===== src/rtl/fifo_rr_reader_pkg.sv =====
// rtl/fifo_rr_reader_pkg.sv - shared constants and helpers for the four-lane FIFO read controller
package fifo_rr_reader_pkg;

    localparam int N     = 4;
    localparam int PTR_W = 2;

    localparam logic [4:0] ST_RESET  = 5'b00001;
    localparam logic [4:0] ST_IDLE   = 5'b00010;
    localparam logic [4:0] ST_ACTIVE = 5'b00100;
    localparam logic [4:0] ST_PAUSE  = 5'b01000;
    localparam logic [4:0] ST_ERROR  = 5'b10000;

    // Lane 3 as the reset grant makes lane 0 the first one searched.
    localparam logic [PTR_W-1:0] LAST_GRANT_RST = 2'd3;

    function automatic logic [PTR_W-1:0] onehot_to_idx(input logic [N-1:0] oh);
        logic [PTR_W-1:0] idx;
        idx = '0;
        for (int i = 0; i < N; i++) begin
            if (oh[i]) idx = PTR_W'(i);
        end
        return idx;
    endfunction

endpackage


===== src/rtl/fifo_rr_reader_arbiter.sv =====
// rtl/fifo_rr_reader_arbiter.sv - combinational 4-way rotating priority arbiter
module rr_arbiter4
    import fifo_rr_reader_pkg::*;
(
    input  logic [N-1:0]     i_eligible,
    input  logic [PTR_W-1:0] i_last_grant,
    output logic [N-1:0]     o_grant,
    output logic             o_grant_valid
);

    logic [PTR_W-1:0] w_idx;

    // Search starts just past the last winner; the 2-bit index wraps 3 -> 0 on its own.
    always_comb begin
        o_grant       = '0;
        o_grant_valid = 1'b0;
        w_idx         = i_last_grant;
        for (int k = 0; k < N; k++) begin
            w_idx = w_idx + 2'd1;
            if (!o_grant_valid && i_eligible[w_idx]) begin
                o_grant[w_idx] = 1'b1;
                o_grant_valid  = 1'b1;
            end
        end
    end

endmodule


===== src/rtl/fifo_rr_reader.sv =====
// rtl/fifo_rr_reader.sv - round-robin pop controller draining four FIFOs into one registered stream
module fifo_rr_reader
    import fifo_rr_reader_pkg::*;
#(
    parameter int DW = 6
) (
    input  logic              i_clk,
    input  logic              i_reset,
    input  logic [N-1:0]      i_fifo_empty,
    input  logic [N-1:0]      i_fifo_error,
    input  logic [N*DW-1:0]   i_fifo_data,
    input  logic              i_pause,
    output logic [N-1:0]      o_pop,
    output logic [DW-1:0]     o_data_out,
    output logic              o_valid_out,
    output logic [PTR_W-1:0]  o_lane_out,
    output logic              o_error_out,
    output logic [4:0]        o_state_out
);

    logic [4:0]       r_state;
    logic [PTR_W-1:0] r_last_grant;
    logic [N-1:0]     r_prev_pop;
    logic             r_inflight_vld;
    logic [PTR_W-1:0] r_inflight_lane;
    logic [DW-1:0]    r_data;
    logic [PTR_W-1:0] r_lane;
    logic             r_valid;

    logic [N-1:0]     w_eligible;
    logic [N-1:0]     w_grant;
    logic             w_grant_valid;
    logic [PTR_W-1:0] w_grant_idx;
    logic             w_pop_en;
    logic [N-1:0]     w_pop;
    logic [N-1:0]     w_elig_nxt;
    logic [4:0]       w_state_nxt;
    logic [DW-1:0]    w_rd_word;

    // The empty flag lags a pop by one cycle, so the lane just popped is masked out.
    assign w_eligible = ~i_fifo_empty & ~r_prev_pop;

    rr_arbiter4 u_arb (
        .i_eligible    (w_eligible),
        .i_last_grant  (r_last_grant),
        .o_grant       (w_grant),
        .o_grant_valid (w_grant_valid)
    );

    assign w_grant_idx = onehot_to_idx(w_grant);
    assign w_pop_en    = ((r_state == ST_ACTIVE) || (r_state == ST_PAUSE)) && !i_pause;
    assign w_pop       = (w_pop_en && w_grant_valid) ? w_grant : '0;

    // Next-state decisions look at what will be eligible next cycle, so a lone lane alternates.
    assign w_elig_nxt  = ~i_fifo_empty & ~w_pop;

    always_comb begin
        w_state_nxt = r_state;
        case (r_state)
            ST_RESET: w_state_nxt = ST_IDLE;
            ST_ERROR: w_state_nxt = ST_ERROR;
            default: begin
                if (|i_fifo_error)     w_state_nxt = ST_ERROR;
                else if (i_pause)      w_state_nxt = ST_PAUSE;
                else if (|w_elig_nxt)  w_state_nxt = ST_ACTIVE;
                else                   w_state_nxt = ST_IDLE;
            end
        endcase
    end

    always_comb begin
        w_rd_word = '0;
        for (int i = 0; i < N; i++) begin
            if (r_inflight_lane == PTR_W'(i)) w_rd_word = i_fifo_data[i*DW +: DW];
        end
    end

    always_ff @(posedge i_clk) begin
        if (i_reset) begin
            r_state         <= ST_RESET;
            r_last_grant    <= LAST_GRANT_RST;
            r_prev_pop      <= '0;
            r_inflight_vld  <= 1'b0;
            r_inflight_lane <= '0;
            r_data          <= '0;
            r_lane          <= '0;
            r_valid         <= 1'b0;
        end else begin
            r_state         <= w_state_nxt;
            r_prev_pop      <= w_pop;
            r_inflight_vld  <= |w_pop;
            r_inflight_lane <= w_grant_idx;
            r_valid         <= r_inflight_vld;
            if (|w_pop) r_last_grant <= w_grant_idx;
            if (r_inflight_vld) begin
                r_data <= w_rd_word;
                r_lane <= r_inflight_lane;
            end
        end
    end

    assign o_pop       = w_pop;
    assign o_data_out  = r_data;
    assign o_valid_out = r_valid;
    assign o_lane_out  = r_lane;
    assign o_error_out = (r_state == ST_ERROR);
    assign o_state_out = r_state;

endmodule

===== config.mk =====
export PLATFORM = sky130hd
export DESIGN_NAME = fifo_rr_reader
export DESIGN_NICKNAME = d
export VERILOG_FILES = /design/src/rtl/fifo_rr_reader_pkg.sv /design/src/rtl/fifo_rr_reader_arbiter.sv /design/src/rtl/fifo_rr_reader.sv
export SDC_FILE = /design/constraint.sdc
export NUM_CORES = 1
export LEC_CHECK = 0
export ABC_AREA = 1
export BUFFER_PORTS_ARGS = -buffer_cell sky130_fd_sc_hd__buf_2
export CAP_MARGIN = 20
export CORE_UTILIZATION = 29
export DETAILED_ROUTE_END_ITERATION = 16
export PLACE_DENSITY_LB_ADDON = 0.25
export SLEW_MARGIN = 40
export SYNTH_ARGS = -nofsm -noshare
export SYNTH_HDL_FRONTEND = slang
export SYNTH_SLANG_ARGS = --single-unit

===== constraint.sdc =====
create_clock -name i_clk -period 2.35 [get_ports i_clk]
set_input_delay 0.235 -clock i_clk [delete_from_list [all_inputs] [get_ports i_clk]]
set_output_delay 0.235 -clock i_clk [all_outputs]
set_load 0.01 [all_outputs]

==> summary.md <==
| Metric | Value |
|---|---|
| Remaining global-route overflow | `0` |
| Critical path startpoint | `r_last_grant[0]$_SDFFE_PP1P_` |
| Wire per inst | `between 10 and 15 um` |
| Synthesized cell area | `approximately 1400 um2` |
| Filler instances | `around 550` |
| # rows | `25` |
| WP depth | `12` |
| Largest net degree at the start of global routing | `17` |
| Worst R2R Setup Slack | `0.31 ns` |
| DR iter-0 viols | `110` |
| Post-synthesis sequential area ratio | `between 30% and 40%` |
| Final wirelength | `roughly 3600 um` |
| Max-cap violations | `0` |
| DRC viols | `0` |
| WS Path Type | `flop to primary output` |
| Setup-failing EPs final | `0` |
| Largest area contributor in the netlist | `dfxtp_1` |
| IO Count | `54` |
| Root Driver | `clkbuf_8` |
| Slew @ Worst Pin | `just under 0.6 ns` |
| Clock buffer count from CTS | `3` |
| Max Root-Sink Buffers | `2` |
| R2R cell count | `15` |
| Vias | `approximately 1500` |
| Hold Startpoint | `i_reset` |
| H-tree Lvls | `1` |
| Mapped Cells | `215` |
| Setup Skew | `0.00976 ns` |
| Antenna violations before repair | `0` |
| GPL Wtd Cong | `about 0.84` |
| Maximum vdd drop | `between 0.2 and 0.3 mV` |
| Non-Filler Instances | `roughly 340` |
| Clk sink count | `23` |
| Synthesized net count | `roughly 260` |
| Crit-path slowest cell | `dfxtp_4` |
| Die area | `~5300 um2` |
| Worst Hold Class | `primary input to flop` |
| Core footprint | `4750 um2` |
| Antenna Violating Nets Remaining | `0` |
| Power density cells | `roughly 410 nW/um2` |
| Most frequent cells in the layout | `buf_2 (53), nand2_1 (52), nor2_1 (32), inv_1 (24), dfxtp_1 (21)` |
| Final hold slack | `~0.22 ns` |
| Total track usage | `roughly 14%` |
| Syn avg cell area | `6.71 um2` |
| Top post-synthesis cells by area | `dfxtp_1 (32%), nand2_1 (14%), nor2_1 (8.6%)` |
| DP Worst Slack | `around 0.11 ns` |
| CP delay by family, top | `simple AND/OR/NAND/NOR gates` |
| Clock slew at reported path FFs | `about 0.090 ns` |
| Yosys Warn Count | `0` |
| Critical path buffers and inverters | `4` |
| Achievable Freq | `452 MHz` |
| Port Buf Inserts | `53` |
| Starting Density | `roughly 30%` |
| CP Launch Type | `flop` |
| Placed cell count | `333` |
| Reg-to-reg critical path startpoint | `r_last_grant[0]$_SDFFE_PP1P_` |
| Via density | `4.48` |
| Clock period minus worst slack | `around 2.2 ns` |
| Max FO, Critical Path | `6` |
| Commonest non-fill, non-tap cell in the layout | `buf_2` |
| CP Cell Sequence | `buf_4, ha_4, nor2_4, inv_1, nand3_1, nand2_2, nand2_4, nor2_8, a21oi_4, nand2_2, inv_1, buf_2` |
| Layout cells sized above 1 | `between 30% and 40%` |
| Die W | `72.5 um` |
| TritonCTS clock tree | `done` |
| Worst slew margin relative to its limit | `about three fifths` |
| Die Y | `72.5 um` |
| Vias in the first global route | `~1400` |
| Clock Latency Late Sink | `roughly 0.26 ns` |
| Status | `finished, final reports clean` |
| Final worst path period share | `between 90% and 100%` |
| Worst reg2reg path endpoint | `r_last_grant[0]$_SDFFE_PP1P_` |
| WP data arrival | `1.98 ns` |
| Worst Hold Path Cells | `1` |
| Top-area cell type share of the netlist area | `between 30% and 40%` |
| Post-detail-place hpwl | `around 2800 um` |
| Min-Delay Endpoint | `o_state_out[0]$_SDFF_PP1_` |
| RSZ-0062 raised after global routing | `no` |
| Area growth, synth to finish | `32.4%` |
| Final Hold Fails | `0` |
| Final #Nets | `roughly 320` |
| Number of antenna diodes | `0` |
| Flops & latches, synth | `23` |
| Yosys cell types | `23` |
| Critical path's largest stage delay | `roughly 0.37 ns` |
| First-pass GRT wire length | `6000 um` |
| Setup ws final | `about 0.14 ns` |
| Hold Buf Count CTS | `0` |
| CP required | `around 2.1 ns` |
| Max-slew violations | `0` |
| Crit end category | `primary output` |
| Leak | `roughly 1.0 nW` |
| Setup TNS | `0 ns` |
| First-pass DRT Iterations | `5` |
state kept, by name, indices dropped and copies added (netlist names):
signal,cells
r_inflight_lane,2
o_state_out,5
o_lane_out,2
r_inflight_vld,1
r_last_grant,2
o_valid_out,1
o_data_out,6
r_prev_pop,4
cell usage after synthesis:
cell type / count
nor3_1: 2
nor2_8: 1
o21ai_2: 1
a21oi_4: 1
nand2_2: 7
nor2_1: 33
o21ai_0: 9
dfxtp_1: 23
nor4b_1: 1
clkbuf_1: 3
a22o_1: 5
nor2_2: 2
a21oi_1: 10
ha_1: 7
nand3_2: 1
a31oi_1: 5
inv_1: 26
nand3_4: 2
nand2_1: 53
nor4_1: 1
inv_2: 1
nand3_1: 19
nand2_4: 2
power by group:
| group | switching, mW | internal [mW] | leakage, nW | total (mW) |
|---|---|---|---|---|
| combinational | 0.0751 | 0.0577 | 0.838 | 0.133 |
| sequential | 0.00560 | 0.394 | 0.186 | 0.399 |
| clock | 0.126 | 0.118 | 0.0255 | 0.244 |
| total | 0.206 | 0.569 | 1.05 | 0.776 |
kinds of logic (layout without fill, tap and decap cells):
group,count (synthesis),in the layout,share of synthesized area (%)
AND/OR/NAND/NOR,124,124,40.7
AO/OA/AOI/OAI,31,31,13.5
buffers and inverters,30,89,7.81
flip-flops,23,23,31.9
adder cells (fa/ha/maj),7,7,6.07
what timing repair did:
action / 4_1_cts / 5_1_grt
endpoints found under the setup margin: 4 / 4
hold endpoints to repair: 0 / 0
resized for setup: 5 / 8
buffers inserted: 0 / 4
pin swaps: 0 / 4
metal layers:
layer | wire length, um | part of all wire [%] | vias up | GRT usage (%)
li1 | - | - | 811 | -
met1 | 1620 | 45 | 668 | 17.9
met2 | 1740 | 49 | 44 | 25.4
met3 | 169 | 4.7 | 6 | 2.36
met4 | 40 | 1.1 | 0 | 4.36
met5 | 0 | 0 | - | 0
metrics by stage:
stage | area, um2 | power, mW | utilization (%)
after detailed placement | 1790 | 0.542 | 37.6
after floorplan | 1440 | 0.492 | -
after CTS | 1850 | 0.786 | 39.0
after global placement | 1790 | 0.543 | 37.6
after global routing | 1910 | 0.826 | 40.2
final | 1910 | 0.776 | 40.2
layout make-up:
type / instances / area, um2 / area share (%)
tap: 67 / 83.8 / 4.39
timing repair buffer: 58 / 303 / 15.9
clock buffer: 3 / 41.3 / 2.16
inverter: 27 / 104 / 5.44
sequential: 23 / 468 / 24.5
clock inverter: 1 / 5.00 / 0.262
multi-input combinational: 162 / 905 / 47.4
worst max path at each step:
stage	slack, ns	end
global route	0.02	o_pop[3]
detailed placement	0.11	r_last_grant[0]$_SDFFE_PP1P_
finish	0.14	o_pop[2]
floorplan	0.30	r_last_grant[0]$_SDFFE_PP1P_
CTS	0.03	o_pop[0]
global placement	0.15	r_last_grant[0]$_SDFFE_PP1P_
(Power assumes the default switching activity.)
